**src/rtl/lab2_proc_drop_pkg.sv**
```systemverilog
// Shared types and limits for the multi-drop imem response unit.
package lab2_proc_drop_pkg;

  // PASS forwards responses to fetch; DROP silently consumes stale responses.
  typedef enum logic {
    DROP_STATE_PASS,
    DROP_STATE_DROP
  } drop_state_t;

  // Largest supported number of outstanding fetch requests.
  localparam int DROP_MAX_INFLIGHT_LIMIT = 255;

endpackage

```
**src/rtl/lab2_proc_updown_counter.sv**
```systemverilog
// Up/down counter with a parallel load, saturating at 0 and at p_max.
// Load takes priority over inc/dec; a simultaneous inc and dec cancel out.
module lab2_proc_updown_counter
  import lab2_proc_drop_pkg::*;
#(
  parameter int p_nbits = 3,
  parameter int p_max   = 4
) (
  input  logic               clk,
  input  logic               reset,
  input  logic               inc,
  input  logic               dec,
  input  logic               load,
  input  logic [p_nbits-1:0] load_val,
  output logic [p_nbits-1:0] count,
  output logic [p_nbits-1:0] count_next
);

  localparam logic [p_nbits:0] MaxW = p_max[p_nbits:0];

  logic [p_nbits-1:0] count_q;
  logic [p_nbits-1:0] count_d;
  logic [p_nbits:0]   count_wide;
  logic [p_nbits:0]   load_wide;

  // Next count: load wins, otherwise a net step that clamps at both ends.
  always_comb begin
    count_d    = count_q;
    count_wide = {1'b0, count_q};
    load_wide  = {1'b0, load_val};
    if (load) begin
      count_d = (load_wide > MaxW) ? MaxW[p_nbits-1:0] : load_val;
    end else if (inc && !dec) begin
      if (count_wide < MaxW) begin
        count_d = count_q + 1'b1;
      end
    end else if (dec && !inc) begin
      if (count_q != '0) begin
        count_d = count_q - 1'b1;
      end
    end
  end

  // Count register, cleared asynchronously.
  always_ff @(posedge clk or negedge reset) begin
    if (!reset) begin
      count_q <= '0;
    end else begin
      count_q <= count_d;
    end
  end

  assign count      = count_q;
  assign count_next = count_d;

endmodule

```
**src/rtl/lab2_proc_multi_drop_unit.sv**
```systemverilog
// Tracks outstanding imem requests and, on a squash, discards the responses
// of every request already in flight; also throttles issue at p_max_inflight.
module lab2_proc_multi_drop_unit
  import lab2_proc_drop_pkg::*;
#(
  parameter int p_msg_nbits    = 47,
  parameter int p_max_inflight = 4,
  parameter int p_cnt_nbits    = $clog2(p_max_inflight + 1)
) (
  input  logic                   clk,
  input  logic                   reset,
  input  logic                   req_fire,
  output logic                   req_allow,
  input  logic                   squash,
  input  logic [p_msg_nbits-1:0] istream_msg,
  input  logic                   istream_val,
  output logic                   istream_rdy,
  output logic [p_msg_nbits-1:0] ostream_msg,
  output logic                   ostream_val,
  input  logic                   ostream_rdy,
  output logic [p_cnt_nbits-1:0] inflight_count,
  output logic [p_cnt_nbits-1:0] drop_count
);

  localparam logic [p_cnt_nbits:0] MaxInflightW = p_max_inflight[p_cnt_nbits:0];

  drop_state_t            state_q;
  drop_state_t            state_d;
  logic                   dropping;
  logic                   resp_fire;
  logic                   drop_dec;
  logic [p_cnt_nbits-1:0] inflight_cnt;
  logic [p_cnt_nbits-1:0] inflight_cnt_next;
  logic [p_cnt_nbits-1:0] drop_cnt;
  logic [p_cnt_nbits-1:0] drop_cnt_next;
  logic [p_cnt_nbits:0]   drop_load_wide;
  logic [p_cnt_nbits-1:0] drop_load_val;

  // The message path is a plain wire; only valid/ready are steered.
  assign ostream_msg = istream_msg;

  // Handshake steering: while dropping, swallow responses; otherwise pass through.
  always_comb begin
    dropping    = squash || (state_q == DROP_STATE_DROP);
    istream_rdy = 1'b0;
    ostream_val = 1'b0;
    if (reset) begin
      if (dropping) begin
        istream_rdy = 1'b1;
      end else begin
        istream_rdy = ostream_rdy;
        ostream_val = istream_val;
      end
    end
    resp_fire = istream_val && istream_rdy;
  end

  // Issue throttle: a response retiring this cycle frees a slot immediately.
  always_comb begin
    req_allow = reset && (({1'b0, inflight_cnt} < MaxInflightW) || resp_fire);
  end

  // Squash reload: everything outstanding becomes stale, minus a response consumed now.
  always_comb begin
    drop_load_wide = {1'b0, inflight_cnt} - {{p_cnt_nbits{1'b0}}, resp_fire};
    drop_load_val  = drop_load_wide[p_cnt_nbits] ? '0 : drop_load_wide[p_cnt_nbits-1:0];
    drop_dec       = (state_q == DROP_STATE_DROP) && resp_fire;
  end

  lab2_proc_updown_counter #(
    .p_nbits (p_cnt_nbits),
    .p_max   (p_max_inflight)
  ) u_inflight_counter (
    .clk        (clk),
    .reset      (reset),
    .inc        (req_fire),
    .dec        (resp_fire),
    .load       (1'b0),
    .load_val   ('0),
    .count      (inflight_cnt),
    .count_next (inflight_cnt_next)
  );

  lab2_proc_updown_counter #(
    .p_nbits (p_cnt_nbits),
    .p_max   (p_max_inflight)
  ) u_drop_counter (
    .clk        (clk),
    .reset      (reset),
    .inc        (1'b0),
    .dec        (drop_dec),
    .load       (squash),
    .load_val   (drop_load_val),
    .count      (drop_cnt),
    .count_next (drop_cnt_next)
  );

  // Stay in DROP exactly while stale responses remain to be consumed.
  always_comb begin
    state_d = (drop_cnt_next != '0) ? DROP_STATE_DROP : DROP_STATE_PASS;
  end

  // State register, returns to PASS on reset.
  always_ff @(posedge clk or negedge reset) begin
    if (!reset) begin
      state_q <= DROP_STATE_PASS;
    end else begin
      state_q <= state_d;
    end
  end

  assign inflight_count = inflight_cnt;
  assign drop_count     = drop_cnt;

`ifndef SYNTHESIS
  // Flag misuse by the surrounding fetch logic; the counters clamp regardless.
  always @(posedge clk) begin
    if (reset) begin
      if (p_max_inflight < 1 || p_max_inflight > DROP_MAX_INFLIGHT_LIMIT)
        $warning("drop unit: p_max_inflight %0d outside 1..%0d",
                 p_max_inflight, DROP_MAX_INFLIGHT_LIMIT);
      if (req_fire && !req_allow)
        $warning("drop unit: request issued while throttled, inflight count clamps");
      if (istream_val && (inflight_cnt == '0) && !req_fire)
        $warning("drop unit: response with no outstanding request, inflight count holds at 0");
    end
  end
`endif

endmodule
```
**config.mk**
```make
export PLATFORM = sky130hd
export DESIGN_NAME = lab2_proc_multi_drop_unit
export DESIGN_NICKNAME = d
export VERILOG_FILES = /design/src/rtl/lab2_proc_drop_pkg.sv /design/src/rtl/lab2_proc_updown_counter.sv /design/src/rtl/lab2_proc_multi_drop_unit.sv
export SDC_FILE = /design/constraint.sdc
export NUM_CORES = 1
export LEC_CHECK = 0
export BUFFER_PORTS_ARGS = -buffer_cell sky130_fd_sc_hd__buf_2
export CORE_MARGIN = 2
export CORE_UTILIZATION = 32
export DETAILED_ROUTE_END_ITERATION = 6
export GPL_TIMING_DRIVEN = 0
export PLACE_DENSITY = 0.81
export SYNTH_ARGS = -nofsm -noshare
export SYNTH_HDL_FRONTEND = slang
export SYNTH_HIERARCHICAL = 1
export SYNTH_SLANG_ARGS = --single-unit
```
**constraint.sdc**
```tcl
create_clock -name clk -period 2.2 [get_ports clk]
set_input_delay 0.33 -clock clk [delete_from_list [all_inputs] [get_ports clk]]
set_output_delay 0.33 -clock clk [all_outputs]
set_load 0.01 [all_outputs]
```
Word-level counts from Yosys, hierarchy flattened
Cells that the tools add are included.
Word-level totals
  logic and storage cells: 39
  output and inout bits: 56
  register bits after elaboration: 7
Operators by class
  reductions and logical operators: 15
  mux-type cells: 14
  $lt $le $gt $ge: 2
  $add $sub $neg: 4
  equality and inequality tests: 1
Operators by type and width (number)
  3-bit 2-to-1 mux: 9
  3-bit nonzero test: 3
  3-bit by 1-bit subtractor with 3-bit output (second input constant): 2
  1-bit logical AND: 5
  1-bit 2-to-1 mux: 5
  2-bit nonzero test: 2
  3-bit by 1-bit subtractor with 4-bit output: 1
  3-bit by 1-bit adder with 3-bit output (second input constant): 1
  3-bit greater-than comparator (second input constant): 1
  3-bit < comparator (second input constant): 1
  3-bit AND reduction: 1
  1-bit logical NOT: 2
  1-bit logical OR: 2
  2-bit inequality test (second input constant): 1

Depth between registers and ports, before layout
  word-level depth: 11
  gate-level depth with buffers: 10
  mapped depth without buffers: 10

Modules after synthesis
The synthesis kept the hierarchy.
By module, submodules not included
  lab2_proc_multi_drop_unit: cells each 69, area an instance 510.5 µm², seq. area each 25.0 µm², times used 1
  lab2_proc_updown_counter at u_inflight_counter: cells each 31, area an instance 294.0 µm², seq. area each 75.1 µm², times used 1
  lab2_proc_updown_counter at u_drop_counter: cells each 30, area an instance 270.3 µm², seq. area each 75.1 µm², times used 1

Least setup slack after synthesis
No wires, ideal clock.
  path kind: register to register
  from: register state_q
  to: register state_q
  path slack: 0.011 ns
  stages on the path, launching flop included: 10
  arrival time: 2.058 ns
  path through: dfrtp_1 -> nor3_1 -> nor2_1 -> ha_1 -> ha_1 -> or2b_1 -> o21ai_2 -> nor2b_1 -> a32o_1 -> or3_1
On the way
  longest elaborated chain between the ends: 11
  elaborated cells between the ends (all ways): 13
Ends and longest elaborated chain
  start: declaration: RTL line lab2_proc_multi_drop_unit.sv:27  | drop_state_t state_q;
  start signal: assignment: RTL line lab2_proc_multi_drop_unit.sv:108  | state_q <= state_d;
  1-bit logical OR: RTL line lab2_proc_multi_drop_unit.sv:44  | dropping = squash || (state_q == DROP_STATE_DROP);
  1-bit 2-to-1 mux: RTL line lab2_proc_multi_drop_unit.sv:48  | if (dropping) begin
  1-bit 2-to-1 mux: RTL line lab2_proc_multi_drop_unit.sv:47  | if (reset) begin
  1-bit logical AND: RTL line lab2_proc_multi_drop_unit.sv:55  | resp_fire = istream_val && istream_rdy;
  named net resp_fire: RTL line lab2_proc_multi_drop_unit.sv:30  | logic resp_fire;
  3-bit by 1-bit subtractor with 4-bit output: RTL line lab2_proc_multi_drop_unit.sv:65  | drop_load_wide = {1'b0, inflight_cnt} - {{p_cnt_nbits{1'b0}}, resp_fire};
  3-bit 2-to-1 mux: RTL line lab2_proc_multi_drop_unit.sv:66  | drop_load_val = drop_load_wide[p_cnt_nbits] ? '0 : drop_load_wide[p_cnt_nbits-1:0];
  named net drop_load_val[2]: RTL line lab2_proc_multi_drop_unit.sv:37  | logic [p_cnt_nbits-1:0] drop_load_val;
  3-bit greater-than comparator: RTL line lab2_proc_updown_counter.sv:32  | count_d = (load_wide > MaxW) ? MaxW[p_nbits-1:0] : load_val;
  3-bit 2-to-1 mux: RTL line lab2_proc_updown_counter.sv:32
  3-bit 2-to-1 mux: RTL line lab2_proc_updown_counter.sv:31  | if (load) begin
  named net drop_cnt_next[1]: RTL line lab2_proc_multi_drop_unit.sv:35  | logic [p_cnt_nbits-1:0] drop_cnt_next;
  3-bit nonzero test: RTL line lab2_proc_multi_drop_unit.sv:100  | state_d = (drop_cnt_next != '0) ? DROP_STATE_DROP : DROP_STATE_PASS;
  1-bit 2-to-1 mux: RTL line lab2_proc_multi_drop_unit.sv:100
  named net state_d: RTL line lab2_proc_multi_drop_unit.sv:28  | drop_state_t state_d;
The timed path passes the listed nets, and every way through them passes these cells.
A chain may end at the register's enable or synchronous reset.

Final worst setup path
Same ends and word-level chain as after synthesis.

==> results.rst <==
.. list-table::
   :header-rows: 1

   * - Metric
     - Value
   * - Run status
     - completed
   * - I/O pin total
     - 109
   * - Floorplan die width
     - about 62 um
   * - CP Data Required Time
     - approximately 2300 ps
   * - Final hold vios
     - 0
   * - Insertion delay of the later-clocked pin in the worst-skew pair
     - about 250 ps
   * - Initial core utilization
     - between 30% and 40%
   * - Worst setup slack before clock tree synthesis
     - -552 ps
   * - Number of buffers inserted during clock tree synthesis
     - 3
   * - Wire length of the first global-routing pass
     - roughly 3.2 mm
   * - Shortest period the worst path allows
     - approximately 2100 ps
   * - Synth warn
     - 6
   * - Part of the Yosys area used for sequential elements
     - 16.3%
   * - Topmost layer with routed signal wires
     - met3
   * - Sum of met3 wire segment lengths after detailed routing
     - approximately 250 um
   * - Max incr delay on CP
     - 400 ps
   * - Period Utilization, post-route
     - 94.4%
   * - Final-layout setup total negative slack
     - 0 ps
   * - DRC violations left
     - 0
   * - Pwr Density
     - around 420 nW/um^2
   * - Detail Placement HPWL
     - 1.94 mm
   * - CTS root buf
     - sky130_fd_sc_hd__clkbuf_4
   * - Pleak
     - 0.000893 uW
   * - Routed vias
     - ~1.0k
   * - Area contributors post-synth
     - sky130_fd_sc_hd__buf_4 33%, sky130_fd_sc_hd__dfrtp_1 16%, sky130_fd_sc_hd__ha_1 12%
   * - Floorplan core area
     - between 3000 and 4000 um^2
   * - Clock-pin slew reported for the worst setup and hold paths after clock tree synthesis
     - about 50 ps
   * - Max_cap viols
     - 0
   * - Congestion Overflow GR
     - 0
   * - Most used DFF post-synth
     - sky130_fd_sc_hd__dfrtp_1
   * - 1st-pass router iterations
     - 4
   * - Unique masters post-synth
     - 32
   * - Maximum net fanout on the critical path
     - 3
   * - Wire length reported by the detailed router
     - 2.27 mm
   * - TritonCTS clock tree
     - done
   * - Highest Clock Rate
     - 482 MHz
   * - GRT Overall Usage
     - 11.3%
   * - Synth Cell Area
     - 1070 um^2
   * - Per-instance average area after synthesis
     - ~8.3 um^2
   * - Cell with the largest stage delay on the worst path
     - sky130_fd_sc_hd__dfrtp_1
   * - Initial antenna violation count
     - 0
   * - Critical Path AT
     - 2200 ps
   * - H-tree depth
     - 1
   * - Post-synthesis instance total
     - 130
   * - Row count
     - 21
   * - Worst voltage drop across the vdd grid
     - approximately 0.21 mV
   * - Portion of synthesized cell area occupied by the leading cell type
     - 32.8%
   * - Count of state elements after synthesis
     - 7
   * - Pin count of the biggest net entering global routing
     - 12
   * - Number of routed nets with antenna violations
     - 0
   * - Count of pins over their slew limit
     - 0
   * - Class of the worst hold path
     - in -> reg
   * - Ys async rst share
     - 100%
   * - Routed wirelength normalized by instance count
     - slightly below 9 um
   * - Via density
     - ~4
   * - Area of the die
     - approximately 3800 um^2
   * - Num Clock Sinks
     - 7
   * - Worst Slack Setup Final
     - 124 ps
   * - Final Power
     - 661 uW
   * - Inserted Diodes
     - 0
   * - DIE HEIGHT
     - 62.0 um
   * - Critical Path Source Type
     - flop
   * - Share of layout cells above drive strength 1
     - 58.5%
   * - Number of port buffers
     - around 60
   * - Count of endpoints failing setup in the final report
     - 0
   * - Area growth from synthesis to layout
     - 45.6%
   * - Nature of the critical path endpoint
     - flop
   * - Library cell with the highest instance count after synthesis
     - sky130_fd_sc_hd__buf_4
   * - Total routed wire length on the met1 layer
     - approximately 900 um
   * - Routed met2 length
     - ~1.1 mm
   * - Vias in the first global route
     - ~740
   * - Number of violations reported at the end of detailed-routing iteration 0
     - 13
   * - Worst path cell trace
     - nor3_4 -> nor2_4 -> ha_2 -> ha_1 -> or2b_1 -> o21ai_2 -> nor2b_2 -> a32o_1 -> or3_1
   * - Number of flops mapped to enable cells by yosys
     - 0
   * - Net count of the finished layout
     - between 200 and 300
   * - Synth area leader
     - sky130_fd_sc_hd__buf_4
   * - Kind of cell with the highest combined delay on the critical path
     - simple AND/OR/NAND/NOR gates
   * - Final weighted congestion of routability-driven global placement
     - between 0.7 and 0.8
   * - Ranking of synthesized cells by instance count
     - 47 x sky130_fd_sc_hd__buf_4, 11 x sky130_fd_sc_hd__inv_1, 10 x sky130_fd_sc_hd__ha_1
   * - Unrepaired setup endpoints after global routing
     - false
   * - Worst-case clock buffer depth
     - 2
   * - Buffers plus inverters on the worst setup path
     - 0
   * - Clock skew
     - around 2 ps
   * - Class of the most critical setup path
     - reg -> reg
-- cells in the final DEF, fill, tap and decap left out, types with 2 or more instances in the layout --
cell                       Yosys  final
sky130_fd_sc_hd__clkbuf_4      0      3
sky130_fd_sc_hd__dfrtp_1       7      7
sky130_fd_sc_hd__buf_4        47     49
sky130_fd_sc_hd__a32o_1        2      2
sky130_fd_sc_hd__nand3b_1      4      4
sky130_fd_sc_hd__nor2b_1       4      3
sky130_fd_sc_hd__conb_1        1     15
sky130_fd_sc_hd__a21oi_1       5      5
sky130_fd_sc_hd__nor3_1        5      4
sky130_fd_sc_hd__o31ai_1       2      2
sky130_fd_sc_hd__o21a_1        2      2
sky130_fd_sc_hd__nor3b_2       4      4
sky130_fd_sc_hd__ha_1         10      9
sky130_fd_sc_hd__nand2_1       2      2
sky130_fd_sc_hd__inv_1        11     11
sky130_fd_sc_hd__buf_2         0     61
sky130_fd_sc_hd__nor2_1        4      3
sky130_fd_sc_hd__or2b_1        2      2
sky130_fd_sc_hd__a31oi_1       3      3
-- sequential cells by signal, summed over array words and instances (netlist names) --
name                      cells
state_q                       1
u_drop_counter/count          3
u_inflight_counter/count      3
-- kinds of logic (layout without fill, tap and decap cells) --
| family | count (synthesis) | in the layout | synth area share (%) |
|---|---|---|---|
| fa+ha+maj | 10 | 10 | 11.6 |
| other cells | 1 | 15 | 0.349 |
| compound gates | 20 | 20 | 13.4 |
| flops | 7 | 7 | 16.3 |
| buf+inv | 58 | 126 | 36.7 |
| mux | 1 | 1 | 0.931 |
| simple gates | 33 | 33 | 20.7 |
-- final timing paths --
check / from / to / slack, ps / depth (start not counted)
max: state_q / state_q / 120 / 9
min: squash / u_drop_counter/count[0] / 430 / 2
max reg2reg: state_q / state_q / 120 / 9
min reg2reg: u_inflight_counter/count[0] / u_inflight_counter/count[0] / 700 / 2
max in group asynchronous: reset / u_drop_counter/count[1] / 1390 / 2
min in group asynchronous: reset / state_q / 570 / 2
-- layout make-up --
class	count	area, um^2
multi-input combinational	79	582
clock buffer	4	26.3
fill	321	1720
inverter	11	41.3
timing repair buffer	64	330
buffer	47	353
tap	46	57.6
sequential	7	175
-- per-stage QoR --
step	std cells	cell area (um^2)	utilization, %	hold WS [ps]
2_1_floorplan	144	1130	-	34.4
3_5_place_dp	251	1490	45.4	193
5_1_grt	258	1570	47.7	433
4_1_cts	258	1560	47.6	431
3_3_place_gp	251	1490	45.4	188
6_report	258	1570	47.7	430
-- repair_timing --
| action | in CTS | in global routing |
|---|---|---|
| pin swaps | 2 | 2 |
| gates cloned | 0 | 0 |
| setup buffers | 2 | 0 |
| resized for setup | 5 | 1 |
| hold buffers | 1 | 0 |
| endpoints found under the hold margin | 7 | 0 |
| endpoints found under the setup margin | 1 | 1 |
-- report_power, final --
| group | total [uW] | leakage (uW) | switching, uW | internal [uW] |
|---|---|---|---|---|
| sequential | 191 | 0.0000823 | 39.1 | 152 |
| combinational | 353 | 0.000796 | 162 | 191 |
| clock | 117 | 0.0000150 | 48.1 | 69.2 |
| total | 661 | 0.000893 | 249 | 412 |
-- per-layer routing --
| metal | global-route usage (%) | vias up |
|---|---|---|
| met5 | 0 | - |
| met4 | 3.65 | 0 |
| met3 | 4.35 | 0 |
| met2 | 19.6 | 65 |
| met1 | 12.7 | 438 |
| li1 | - | 538 |
(Power assumes the default switching activity.)
